$ cat config.mk
export PLATFORM = sky130hd
export DESIGN_NAME = seq_detect_param
export DESIGN_NICKNAME = d
export VERILOG_FILES = /design/src/rtl/seq_detect_param.sv
export SDC_FILE = /design/constraint.sdc
export NUM_CORES = 1
export LEC_CHECK = 0
export BUFFER_PORTS_ARGS = -buffer_cell sky130_fd_sc_hd__buf_2
export CAP_MARGIN = 20
export CORE_UTILIZATION = 38
export CTS_BUF_LIST = sky130_fd_sc_hd__clkbuf_8
export DETAILED_ROUTE_END_ITERATION = 6
export PLACE_DENSITY_LB_ADDON = 0.1
export SETUP_SLACK_MARGIN = 0.1
export SYNTH_ARGS = -nofsm -noshare
export SYNTH_HDL_FRONTEND = slang
export SYNTH_SLANG_ARGS = --single-unit
$ cat constraint.sdc
create_clock -name clk -period 4.3 [get_ports clk]
set_input_delay 0.645 -clock clk [delete_from_list [all_inputs] [get_ports clk]]
set_output_delay 0.645 -clock clk [all_outputs]
set_load 0.1 [all_outputs]
$ cat src/rtl/seq_detect_param.sv
// seq_detect_param
//   Runtime-programmable serial bit-sequence detector. A pattern of up to
//   MAX_LEN bits (LSB-aligned, pat[len-1] received first) is compared against
//   the recent qualified input history. Overlapping or non-overlapping
//   detection is selected live by 'overlap'. It also keeps a saturating match
//   counter and reports match progress on 'state'.
//
// Ports
//   clk        rising-edge clock
//   reset      asynchronous, active-high reset
//   in_valid   qualifies 'in'; a bit is accepted when in_valid=1 and cfg_load=0
//   in         serial data bit
//   cfg_load   loads pat/pat_len (length clamped to MAX_LEN), clears history
//   pat        pattern, LSB-aligned
//   pat_len    pattern length (0 disables detection)
//   overlap    1 = overlapping detection, 0 = non-overlapping
//   cnt_clr    synchronous clear of match_cnt
//   match      one-cycle pulse per detected pattern (registered)
//   match_cnt  saturating match count (registered)
//   state      number of pattern bits currently matched (decoded from registers)
//
// Handshake: 'in' is consumed on a rising edge where in_valid=1 and cfg_load=0.
// There is no backpressure; the detector accepts every qualified bit.

module seq_detect_param #(
  parameter int                 MAX_LEN = 8,
  parameter int                 CNT_W   = 8,
  parameter logic [MAX_LEN-1:0] DEF_PAT = MAX_LEN'(7'b1110010),
  parameter int                 DEF_LEN = 7,
  localparam int                LW      = $clog2(MAX_LEN + 1)
) (
  input  logic               clk,
  input  logic               reset,
  input  logic               in_valid,
  input  logic               in,
  input  logic               cfg_load,
  input  logic [MAX_LEN-1:0] pat,
  input  logic [LW-1:0]      pat_len,
  input  logic               overlap,
  input  logic               cnt_clr,
  output logic               match,
  output logic [CNT_W-1:0]   match_cnt,
  output logic [LW-1:0]      state
);

  logic [MAX_LEN-1:0] pat_q;
  logic [MAX_LEN-1:0] hist_q;
  logic [MAX_LEN-1:0] hist_d;
  logic [LW-1:0]      len_q;
  logic [LW-1:0]      fill_q;
  logic [LW-1:0]      fill_inc;
  logic [LW-1:0]      fill_d;
  logic [LW-1:0]      state_d;
  logic [CNT_W-1:0]   cnt_q;
  logic               match_q;
  logic               accept;
  logic               hit;

  assign accept   = in_valid && !cfg_load;
  assign hist_d   = {hist_q[MAX_LEN-2:0], in};
  assign fill_inc = (fill_q >= LW'(MAX_LEN)) ? fill_q : fill_q + LW'(1);

  // Match test on the post-shift history: the low len_q bits must equal the
  // pattern and enough bits must have arrived since the last clear.
  always_comb begin
    hit = (len_q != '0) && (fill_inc >= len_q);
    for (int j = 0; j < MAX_LEN; j++) begin
      if (j < int'(len_q)) begin
        if (hist_d[j] != pat_q[j]) hit = 1'b0;
      end
    end
  end

  // A non-overlapping match restarts the fill count so the next match must be
  // built entirely from new bits.
  assign fill_d = (hit && !overlap) ? '0 : fill_inc;

  // Progress: longest proper prefix of the pattern that is a suffix of the
  // history, limited by the number of bits received since the last clear.
  // Ascending k means the last hit wins, giving the largest such k.
  always_comb begin
    state_d = '0;
    for (int k = 1; k < MAX_LEN; k++) begin
      logic ok;
      ok = (k < int'(len_q)) && (k <= int'(fill_q));
      if (ok) begin
        for (int j = 0; j < k; j++) begin
          if (hist_q[j] != pat_q[int'(len_q) - k + j]) ok = 1'b0;
        end
      end
      if (ok) state_d = LW'(k);
    end
  end

  always_ff @(posedge clk or posedge reset) begin
    if (reset) begin
      pat_q   <= DEF_PAT;
      len_q   <= LW'(DEF_LEN);
      hist_q  <= '0;
      fill_q  <= '0;
      match_q <= 1'b0;
      cnt_q   <= '0;
    end else begin
      match_q <= accept && hit;

      // A clear coinciding with a match leaves that match counted.
      if (cnt_clr) begin
        cnt_q <= (accept && hit) ? CNT_W'(1) : '0;
      end else if (accept && hit && (cnt_q != '1)) begin
        cnt_q <= cnt_q + CNT_W'(1);
      end

      if (cfg_load) begin
        pat_q  <= pat;
        len_q  <= (pat_len > LW'(MAX_LEN)) ? LW'(MAX_LEN) : pat_len;
        hist_q <= '0;
        fill_q <= '0;
      end else if (in_valid) begin
        hist_q <= hist_d;
        fill_q <= fill_d;
      end
    end
  end

  assign match     = match_q;
  assign match_cnt = cnt_q;
  assign state     = state_d;

endmodule
==> metrics.md, run 1 <==
| Metric | Value |
|---|---|
| Num CTS Buffers | 5 |
| Synth Area in XOR/XNOR | 0.120 |
| Share of layout cells above drive strength 1 | 0.257 |
| Total number of vias | 2629 |
| Htree depth | 2 |
| Reg2reg start | len_q[0] |
| Global placement routability congestion | 0.835 |
| Worst min-delay path category | in2async |
| Antenna violations before repair | 0 |
| CP required | 3650 ps |
| Total design power | 1.13 mW |
| Cell area after synthesis | 0.00340 mm^2 |
| IO Port Bufs | 30 |
| Syn avg cell area | 9.79 um^2 |
| Clock sinks | 32 |
| Global Route Usage Sum | 0.185 |
| Post-Route WL | 8.12 mm |
| Routed vias/inst | 5.59 |
| Worst flop-to-flop path endpoint | match_cnt[7] |
| Async set or reset register ratio after synthesis | 1.00 |
| Largest net degree at the start of global routing | 33 |
| Sequential share of the synthesized area | 0.238 |
| Simple-gate share of the synthesized area | 0.159 |
| Vias in the first global route | 2402 |
| R2R cell count | 10 |
| Compound-gate portion of the synthesized area | 0.114 |
| Synth warn | 0 |
| Pwr per Cell Area | 299 mW/mm^2 |
| Global-route wire length before repair | 13.1 mm |
| Skew final | 7.24 ps |
| Initial Util | 0.391 |
| Min cycle time layout | 4000 ps |
| Commonest non-fill, non-tap cell in the layout | buf_2 |
| Post-synthesis adder-cell area fraction | 0.0737 |
| WL per Instance | 17.3 um |
| Reg2reg setup slack | 1000 ps |
| Placeable Area | 0.00868 mm^2 |
| Post-synth EDFFs | 0 |
| Critical path class | reg2out |
| Max clock buf depth | 2 |
| DP Worst Slack | 386 ps |
| Die footprint | 0.00932 mm^2 |
| Most frequent cells in the layout | buf_2 (27), dfrtp_1 (25), xnor2_1 (22), mux2i_1 (22), nor2_1 (21) |
| Max Slew Vio Count | 0 |
| Setup TNS Final | 0 ps |
| Synth cell types | 62 |
| Seq cells post-synth | 32 |
| Top Ports | 32 |
| Ant diodes | 0 |
| Outcome | finished clean |
| # setup viols final | 0 |
| Top_reg_cell synth | dfrtp_1 |
| Hold Fails Final Rpt | 0 |
| Clk slew on worst S/H paths | 70 ps |
| Die height | 96.5 um |
| Core Rows | 34 |
| Max Freq | 250 MHz |
| CTS tree | yes |
| DRC Markers | 0 |
| Final Worst Setup Slack | 296 ps |
| Maximum fanout along the worst path | 28 |
| Final Cycle Share | 0.931 |
| HPWL Detailed | 6.03 mm |
| Pleak | 1.63 nW |
| Worst skew pair latency | 280 ps |
| Die W | 96.5 um |
| CP endpoint kind | output pin |
| RSZ-0062 raised after global routing | false |
| Drt pass-1 iters | 4 |
| Slew margin rel. | 0.566 |
| GR Overflow Total | 0 |
| Iteration-0 DRC Markers | 90 |
| Max-Cap Viols | 0 |
| Mux cell area share after synthesis | 0.224 |
| Net Count, Synth | 386 |
| Main combinational cell family by area after synthesis | multiplexers |
| Detail Route Antenna Nets | 0 |
| Syn Inst Count | 347 |
| Arrival time at the worst endpoint | 3360 ps |
| CP startpoint kind | flop |
| Area delta synth->final | 11.3% |
| Worst-margin pin slew | 651 ps |
| VDD IR max | 0.151 mV |
| Root Driver | clkbuf_8 |
| Final Net Count | 400 |
==> state kept, by name (all words and copies together), names as in the netlist <==
register   cells
hist_q         7
pat_q          8
fill_q         4
match_cnt      8
match          1
len_q          4
==> area by class of cell <==
type / count / area [um^2]
Inverter: 15 / 60.1
Multi-Input combinational cell: 266 / 2400
Timing Repair Buffer: 41 / 269
Tap cell: 108 / 135
Clock inverter: 3 / 38.8
Fill cell: 881 / 4900
Clock buffer: 5 / 68.8
Sequential cell: 32 / 810
==> how the worst max path moves through the flow <==
stage	from	end	slack, ps
2_1_floorplan	len_q[1]	state[1]	170
3_3_place_gp	len_q[1]	state[0]	410
3_5_place_dp	len_q[1]	state[0]	390
4_1_cts	len_q[1]	state[0]	120
5_1_grt	len_q[0]	state[1]	120
6_report	len_q[0]	state[0]	300
==> power by group <==
part	switching, mW	total, mW	internal [mW]
clock	0.112	0.282	0.170
combinational	0.250	0.491	0.241
sequential	0.0374	0.357	0.320
total	0.399	1.13	0.731
==> repair_timing <==
item | in CTS | in global routing
hold buffers | 0 | 0
buffers inserted | 0 | 2
resized for setup | 3 | 11
pin swaps | 0 | 2
setup endpoints to repair | 1 | 2
==> cells in the mapped netlist (4+ instances only) <==
cell type	instances	share of area
nor3_1	9	0.013
a21o_1	5	0.011
dfstp_2	7	0.054
or4_1	4	0.0088
dfrtp_1	25	0.18
o21ai_0	16	0.024
or3_1	4	0.0074
a21oi_1	15	0.022
inv_1	14	0.015
nor2b_1	4	0.0074
xnor2_1	23	0.059
mux2_2	8	0.027
o211ai_1	4	0.0088
nand2_1	20	0.022
nor2_1	21	0.023
clkbuf_1	18	0.020
nand3_1	7	0.010
mux4_2	8	0.053
nor4bb_1	5	0.015
xor2_1	14	0.036
ha_1	20	0.074
mux4_1	8	0.062
mux2i_1	23	0.068
o31ai_1	5	0.011
buf_2	6	0.0088
==> critical path, cell delays in order (launching register included) <==
cell and delay [ps]:
dfstp_2 530, buf_4 350, ha_2 300, xnor2_2 150, mux4_2 360, mux2i_4 200, xnor2_1 100, nor4_2 360
o21bai_1 130, a311o_2 400, buf_6 190
==> cells by family (layout without fill, tap and decap cells) <==
family / count (synthesis) / after routing
AND/OR/NAND/NOR: 94 / 94
AO/OA/AOI/OAI: 60 / 60
multiplexers: 50 / 50
buffers and inverters: 49 / 64
XOR/XNOR: 41 / 41
flip-flops: 32 / 32
adder cells (fa/ha/maj): 20 / 20
other: 1 / 1
==> metal layers <==
metal | track usage | vias up | wire (um) | share of wire
met1 | 0.268 | 1286 | 4010 | 0.49
li1 | - | 1278 | - | -
met3 | 0.0313 | 4 | 363 | 0.045
met4 | 0.0319 | 0 | 36 | 0.0044
met2 | 0.290 | 61 | 3710 | 0.46
met5 | 0 | - | 0 | 0
==> per-stage QoR <==
stage	hold slack (ps)	utilization	instances	area, um^2
floorplan	523	-	347	3400
global placement	555	0.416	460	3610
detailed placement	558	0.416	460	3610
CTS	445	0.429	468	3730
global route	468	0.436	470	3780
finish	439	0.436	470	3780
No activity file was read; power rests on OpenSTA's default activity.
==> run 2, diff against run 1 <==
--- a/config.mk
+++ b/config.mk
@@ -5,13 +5,14 @@
 export SDC_FILE = /design/constraint.sdc
 export NUM_CORES = 1
 export LEC_CHECK = 0
+export ABC_AREA = 1
 export BUFFER_PORTS_ARGS = -buffer_cell sky130_fd_sc_hd__buf_2
 export CAP_MARGIN = 20
 export CORE_UTILIZATION = 38
 export CTS_BUF_LIST = sky130_fd_sc_hd__clkbuf_8
 export DETAILED_ROUTE_END_ITERATION = 6
 export PLACE_DENSITY_LB_ADDON = 0.1
-export SETUP_SLACK_MARGIN = 0.1
+export SETUP_SLACK_MARGIN = 0.15
 export SYNTH_ARGS = -nofsm -noshare
 export SYNTH_HDL_FRONTEND = slang
 export SYNTH_SLANG_ARGS = --single-unit
==> constraint.sdc (replaced) <==
create_clock -name clk -period 4.3 [get_ports clk]
set_input_delay 0.645 -clock clk [delete_from_list [all_inputs] [get_ports clk]]
set_output_delay 0.645 -clock clk [all_outputs]
set_load 0.02 [all_outputs]
==> run 2 against run 1 <==
  * Utilization decreased by 0.79 points
  * Routed wire length increased by 20%
  * Power fell by 4.2%
  * Hold slack got worse by 4.3 ps
  * Synthesized cell count grew 54%
  * First-iteration DRC count rose by 57%
  * Combinational power down 1%
  * Design area decreased by 1.8%
  * Sequential share of layout area increased by 0.40 points
  * Non-clock buffer count down 9
  * Critical path depth rose by 5
  * Sequential power about the same
  * Critical path type unchanged
  * Largest cell class unchanged
==> metrics.md, run 2 <==
| Metric | Value |
|---|---|
| Outcome | finished clean |
| Global-route wire length before repair | 16.3 mm |
| VDD IR max | 0.166 mV |
| CP required | 3650 ps |
| Net Count, Synth | 574 |
| CP endpoint kind | output pin |
| Cell area after synthesis | 0.00340 mm^2 |
| GR Overflow Total | 0 |
| WL per Instance | 14.5 um |
| Most instantiated cells after synthesis | nand2_1 (194), nand3_1 (46), inv_1 (45) |
| Post-CTS Hold Fix Bufs | 0 |
| Max Slew Vio Count | 0 |
| Min cycle time layout | 3820 ps |
| Global Route Usage Sum | 0.218 |
| Max clock buf depth | 2 |
| Hold Fails Final Rpt | 0 |
| Reg area | 810 um^2 |
| Area occupied by multi-input gates | 0.00230 mm^2 |
| DP Cell Count | 663 |
| Top_reg_cell synth | dfrtp_1 |
| Syn Inst Count | 535 |
| Antenna violations before repair | 0 |
| Skew final | 4.87 ps |
| RSZ-0062 raised after global routing | false |
| Most common cell in the synthesized netlist | nand2_1 |
| Worst min-delay path category | in2async |
| Critical path class | reg2out |
| Root Driver | clkbuf_8 |
| Clock sinks | 32 |
| Final hold slack | 435 ps |
| Setup TNS Final | 0 ps |
| Final Net Count | 601 |
| HPWL Detailed | 7.69 mm |
| Die height | 96.7 um |
| Die W | 96.7 um |
| Slowest cell on the critical path | dfstp_2 |
| Most area-consuming cells after synthesis | nand2_1 (21%), dfrtp_1 (18%), ha_1 (7.4%), nand3_1 (6.8%), dfstp_2 (5.4%) |
| CP most frequent cell | nand2_1 |
| Critical path's largest stage delay | 680 ps |
| Reg2reg start | fill_q[0] |
| Iteration-0 DRC Markers | 141 |
| Simple-gate share of the synthesized area | 0.445 |
| CP startpoint kind | flop |
| Drt pass-1 iters | 4 |
| R2R cell count | 16 |
| Mux cell area share after synthesis | 0 |
| Area delta synth->final | 9.00% |
| Routed vias/inst | 5.05 |
| Critical path, cell by cell | inv_1 -> ha_2 -> inv_2 -> nand2_1 -> nand2_2 -> o21ai_1 -> nand2_1 -> nand3_1 -> nand2_1 -> nor2_1 -> nand3_1 -> nand2_1 -> nand2_1 -> nand2_1 -> buf_2 |
| Initial Util | 0.392 |
| IO Port Bufs | 30 |
| Sequential share of the synthesized area | 0.238 |
| Main combinational cell family by area after synthesis | simple AND/OR/NAND/NOR gates |
| Arrival time at the worst endpoint | 3170 ps |
| Detail Route Antenna Nets | 0 |
| Pleak | 1.95 nW |
| Num CTS Buffers | 5 |
| Syn avg cell area | 6.36 um^2 |
| Post-Route WL | 9.73 mm |
| CTS tree | yes |
| Biggest area consumer among synthesized cells | nand2_1 |
| Share of layout cells above drive strength 1 | 0.178 |
| Async set or reset register ratio after synthesis | 1.00 |
| Compound-gate portion of the synthesized area | 0.105 |
| Synth top area share | 0.214 |
| Non-Filler Instances | 671 |
| Total number of vias | 3389 |
| Reg2reg setup slack | 1610 ps |
| Vias in the first global route | 3293 |
| # fillers | 977 |
| Worst flop-to-flop path endpoint | match_cnt[1] |
| Seq cells post-synth | 32 |
| Ant diodes | 0 |
| Worst-margin pin slew | 507 ps |
| Clk slew on worst S/H paths | 70 ps |
| Largest net degree at the start of global routing | 33 |
| Synth cell types | 39 |
| Worst skew pair latency | 280 ps |
| Post-synth EDFFs | 0 |
| Placeable Area | 0.00868 mm^2 |
| Die footprint | 0.00934 mm^2 |
| Worst setup path startpoint | len_q[1] |
| # setup viols final | 0 |
| Slew margin rel. | 0.661 |
| Most frequent cells in the layout | nand2_1 (194), nand3_1 (46), inv_1 (45), nor2_1 (40), buf_2 (30) |
| Max Freq | 262 MHz |
| Pwr per Cell Area | 292 mW/mm^2 |
| Global placement routability congestion | 0.885 |
| Max-Cap Viols | 0 |
| Htree depth | 2 |
| Post-synthesis adder-cell area fraction | 0.0735 |
| Synth warn | 0 |
| Commonest non-fill, non-tap cell in the layout | nand2_1 |
| Top Ports | 32 |
| DRC Markers | 0 |
| Final Cycle Share | 0.888 |
| CP endpoint | state[0] |
| Synth Area in XOR/XNOR | 0.0511 |
| Core Rows | 34 |
| Maximum fanout along the worst path | 13 |
-- run 2: how the worst min path moves through the flow --
stage	start	to	slack, ps	depth (start not counted)
global route	reset	pat_q[0]	480	3
finish	reset	len_q[3]	440	3
CTS	reset	len_q[3]	450	3
floorplan	pat_q[4]	pat_q[4]	460	2
detailed placement	pat_q[4]	pat_q[4]	500	2
global placement	pat_q[4]	pat_q[4]	500	2
-- run 2: area by class of cell --
cell class | instances | share of cell area
clock buffer | 6 | 0.0223
clock inverter | 2 | 0.00270
inverter | 54 | 0.0553
multi-input combinational | 437 | 0.621
sequential | 32 | 0.218
tap | 108 | 0.0364
timing repair buffer | 32 | 0.0445
-- run 2: through the flow --
stage | setup slack [ps] | area, um^2 | total power [mW] | util
2_1_floorplan | 1250 | 3400 | 0.739 | -
3_3_place_gp | 792 | 3620 | 0.845 | 0.417
3_5_place_dp | 675 | 3620 | 0.847 | 0.417
4_1_cts | 362 | 3710 | 1.09 | 0.427
5_1_grt | 176 | 3710 | 1.18 | 0.428
6_report | 480 | 3710 | 1.08 | 0.428
-- run 2: worst max-delay path, delay by kind of cell (launching register included) --
family          cells  cell delay (ps)
compound gates      1              190
fa+ha+maj           1              540
buf+inv             3              560
flops               1              680
simple gates       10              900
-- run 2: layer usage --
layer | GRT usage | up-vias | wire (um)
met1 | 0.287 | 1540 | 4590
met3 | 0.0210 | 23 | 330
li1 | - | 1760 | -
met5 | 0 | - | 0
met2 | 0.370 | 66 | 4480
met4 | 0.0815 | 0 | 329
-- run 2: kinds of logic after synthesis --
logic type | count (synthesis)
and+or+nand+nor | 333
buffers and inverters | 66
AOI/OAI and AO/OA | 64
DFF | 32
adders and majority gates | 20
xor gates and xnor gates | 19
other | 1
-- run 2: power breakdown --
part	switching (mW)	internal, mW	total (mW)
logic	0.319	0.166	0.485
clock network	0.109	0.128	0.237
registers	0.0378	0.322	0.360
total	0.466	0.616	1.08
-- run 2: timing repair --
action | in CTS | in global routing
resized for setup | 0 | 1
setup endpoints to repair | 0 | 3
hold endpoints to repair | 0 | 0
buffers inserted | 0 | 0
==> run 3, diff against run 2 <==
--- a/config.mk
+++ b/config.mk
@@ -12,6 +12,7 @@
 export CTS_BUF_LIST = sky130_fd_sc_hd__clkbuf_8
 export DETAILED_ROUTE_END_ITERATION = 6
 export PLACE_DENSITY_LB_ADDON = 0.1
+export REMOVE_ABC_BUFFERS = 1
 export SETUP_SLACK_MARGIN = 0.15
 export SYNTH_ARGS = -nofsm -noshare
 export SYNTH_HDL_FRONTEND = slang
==> run 3 against run 2 <==
  * Count of clock-buffer cells in the layout is 1 higher
  * Die area unchanged
  * Global-route usage up 0.25 points
  * Cell count did not move
  * Via count is 1.1% higher
  * Critical path depth unchanged
  * Register-to-register slack better by 20 ps
  * Setup slack better by 45 ps
  * Sequential cell count unchanged
  * Utilization increased by 0.39 points
  * Non-clock buffer count unchanged
  * Power is 7.5% higher
  * Critical endpoint unchanged
  * Largest cell class unchanged
==> metrics.md, run 3 (synthesized netlist as in run 2, its figures left out) <==
| Metric | Value |
|---|---|
| Fin area | 0.00374 mm^2 |
| Core Util, Final | 0.432 |
| Global Route Usage Sum | 0.221 |
| Met2 global-route usage | 0.390 |
| DP Cell Count | 663 |
| Critical path class | reg2out |
| Root Driver | clkbuf_8 |
| VDD IR max | 0.222 mV |
| Area delta synth->final | 10.0% |
| CP required | 3650 ps |
| Drt pass-1 iters | 4 |
| Die footprint | 0.00934 mm^2 |
| Worst min-delay path category | in2async |
| Placed instance area | 0.00362 mm^2 |
| CP startpoint kind | flop |
| Worst-margin pin slew | 519 ps |
| Maximum fanout along the worst path | 13 |
| CTS tree | yes |
| Die W | 96.7 um |
| RSZ-0062 raised after global routing | false |
| Busiest layer in global routing | met2 |
| Top Ports | 32 |
| Global placement routability congestion | 0.898 |
| Max Slew Vio Count | 0 |
| Global-route wire length before repair | 16.6 mm |
| HPWL Detailed | 7.84 mm |
| Htree depth | 2 |
| Detail Route Antenna Nets | 0 |
| Largest net degree at the start of global routing | 33 |
| Met3 usage | 0.0188 |
| Final Net Count | 601 |
| # setup viols final | 0 |
| Min cycle time layout | 3770 ps |
| Post-CTS setup buffers | 0 |
| Clk slew on worst S/H paths | 70 ps |
| Clock sinks | 32 |
| Commonest non-fill, non-tap cell in the layout | nand2_1 |
| Ant diodes | 0 |
| Routed vias/inst | 5.11 |
| Skew final | 5.42 ps |
| Hold Fails Final Rpt | 0 |
| DRC Markers | 0 |
| Non-Filler Instances | 671 |
| Final Cycle Share | 0.878 |
| Arrival time at the worst endpoint | 3130 ps |
| Die height | 96.7 um |
| Total number of vias | 3427 |
| Vias in the first global route | 3342 |
| Met1 Resource Use GR | 0.288 |
| Num CTS Buffers | 5 |
| Worst skew pair latency | 280 ps |
| Pwr per Cell Area | 311 mW/mm^2 |
| Iteration-0 DRC Markers | 150 |
| Initial Util | 0.392 |
| Max clock buf depth | 2 |
| Outcome | finished clean |
| CP endpoint kind | output pin |
| GR Overflow Total | 0 |
| Pleak | 1.96 nW |
| Max Freq | 265 MHz |
| Antenna violations before repair | 0 |
| Max-Cap Viols | 0 |
| IO Port Bufs | 30 |
| Core Rows | 34 |
| WL per Instance | 14.8 um |
| Most frequent cells in the layout | nand2_1 (194), nand3_1 (46), inv_1 (45), nor2_1 (40), buf_2 (30) |
| Share of layout cells above drive strength 1 | 0.178 |
| Setup TNS Final | 0 ps |
| Slew margin rel. | 0.652 |
| Post-Route WL | 9.93 mm |
| Placeable Area | 0.00868 mm^2 |
==> run 3: cell count changes in the layout (fill, tap and decap cells not counted), sizes merged <==
cell / before / now
bufinv: 0 / 1
clkbuf: 6 / 7
clkinv: 2 / 0
==> run 3: layout make-up <==
| cell class | instances | area, um^2 |
|---|---|---|
| fill | 967 | 4930 |
| tap | 108 | 135 |
| clock buffer | 7 | 96.3 |
| inverter | 54 | 205 |
| multi-input combinational | 437 | 2300 |
| sequential | 32 | 810 |
| timing repair buffer | 32 | 165 |
| clock inverter | 1 | 30.0 |
==> run 3: critical path: stages, from the launching register on <==
cell and delay, ps:
dfstp_2 680, inv_1 250, ha_2 540, inv_2 150, nand2_1 100, nand2_2 100
o21ai_1 180, nand2_1 100, nand3_1 100, nand2_1 60, nor2_1 100, nand3_1 150
nand2_1 100, nand2_1 50, nand2_1 50, buf_2 150
==> run 3: final timing paths <==
check | start | to | slack (ps) | cells past startpoint
worst max-delay path | len_q[1] | state[0] | 530 | 15
worst min-delay path | reset | pat_q[0] | 440 | 3
worst max register to register | fill_q[0] | match_cnt[0] | 1630 | 16
worst min register to register | pat_q[4] | pat_q[4] | 510 | 2
max in group asynchronous | reset | pat_q[6] | 3530 | 3
min in group clk | pat_q[4] | pat_q[4] | 510 | 2
==> run 3: power breakdown <==
group	leakage (nW)	switching [mW]	internal (mW)
Combinational	1.49	0.321	0.166
Clock	0.0645	0.112	0.204
Sequential	0.408	0.0376	0.322
==> run 3: per-stage QoR <==
stage | power (mW) | setup WS [ps] | hold WS [ps]
after CTS | 1.17 | 401 | 452
after global routing | 1.25 | 242 | 479
final | 1.16 | 525 | 439
after floorplan | 0.726 | 1030 | 465
after detailed placement | 0.850 | 708 | 508
after global placement | 0.848 | 777 | 506
==> run 3: timing repair <==
| item | in CTS | in global routing |
|---|---|---|
| gates resized for setup | 0 | 1 |
| hold buffers | 0 | 0 |
| setup endpoints to repair | 0 | 1 |
==> run 3: per-layer routing <==
layer	part of all wire	routed length, um
met5	0	0
met4	0.016	158
met3	0.037	371
met2	0.48	4810
met1	0.46	4580
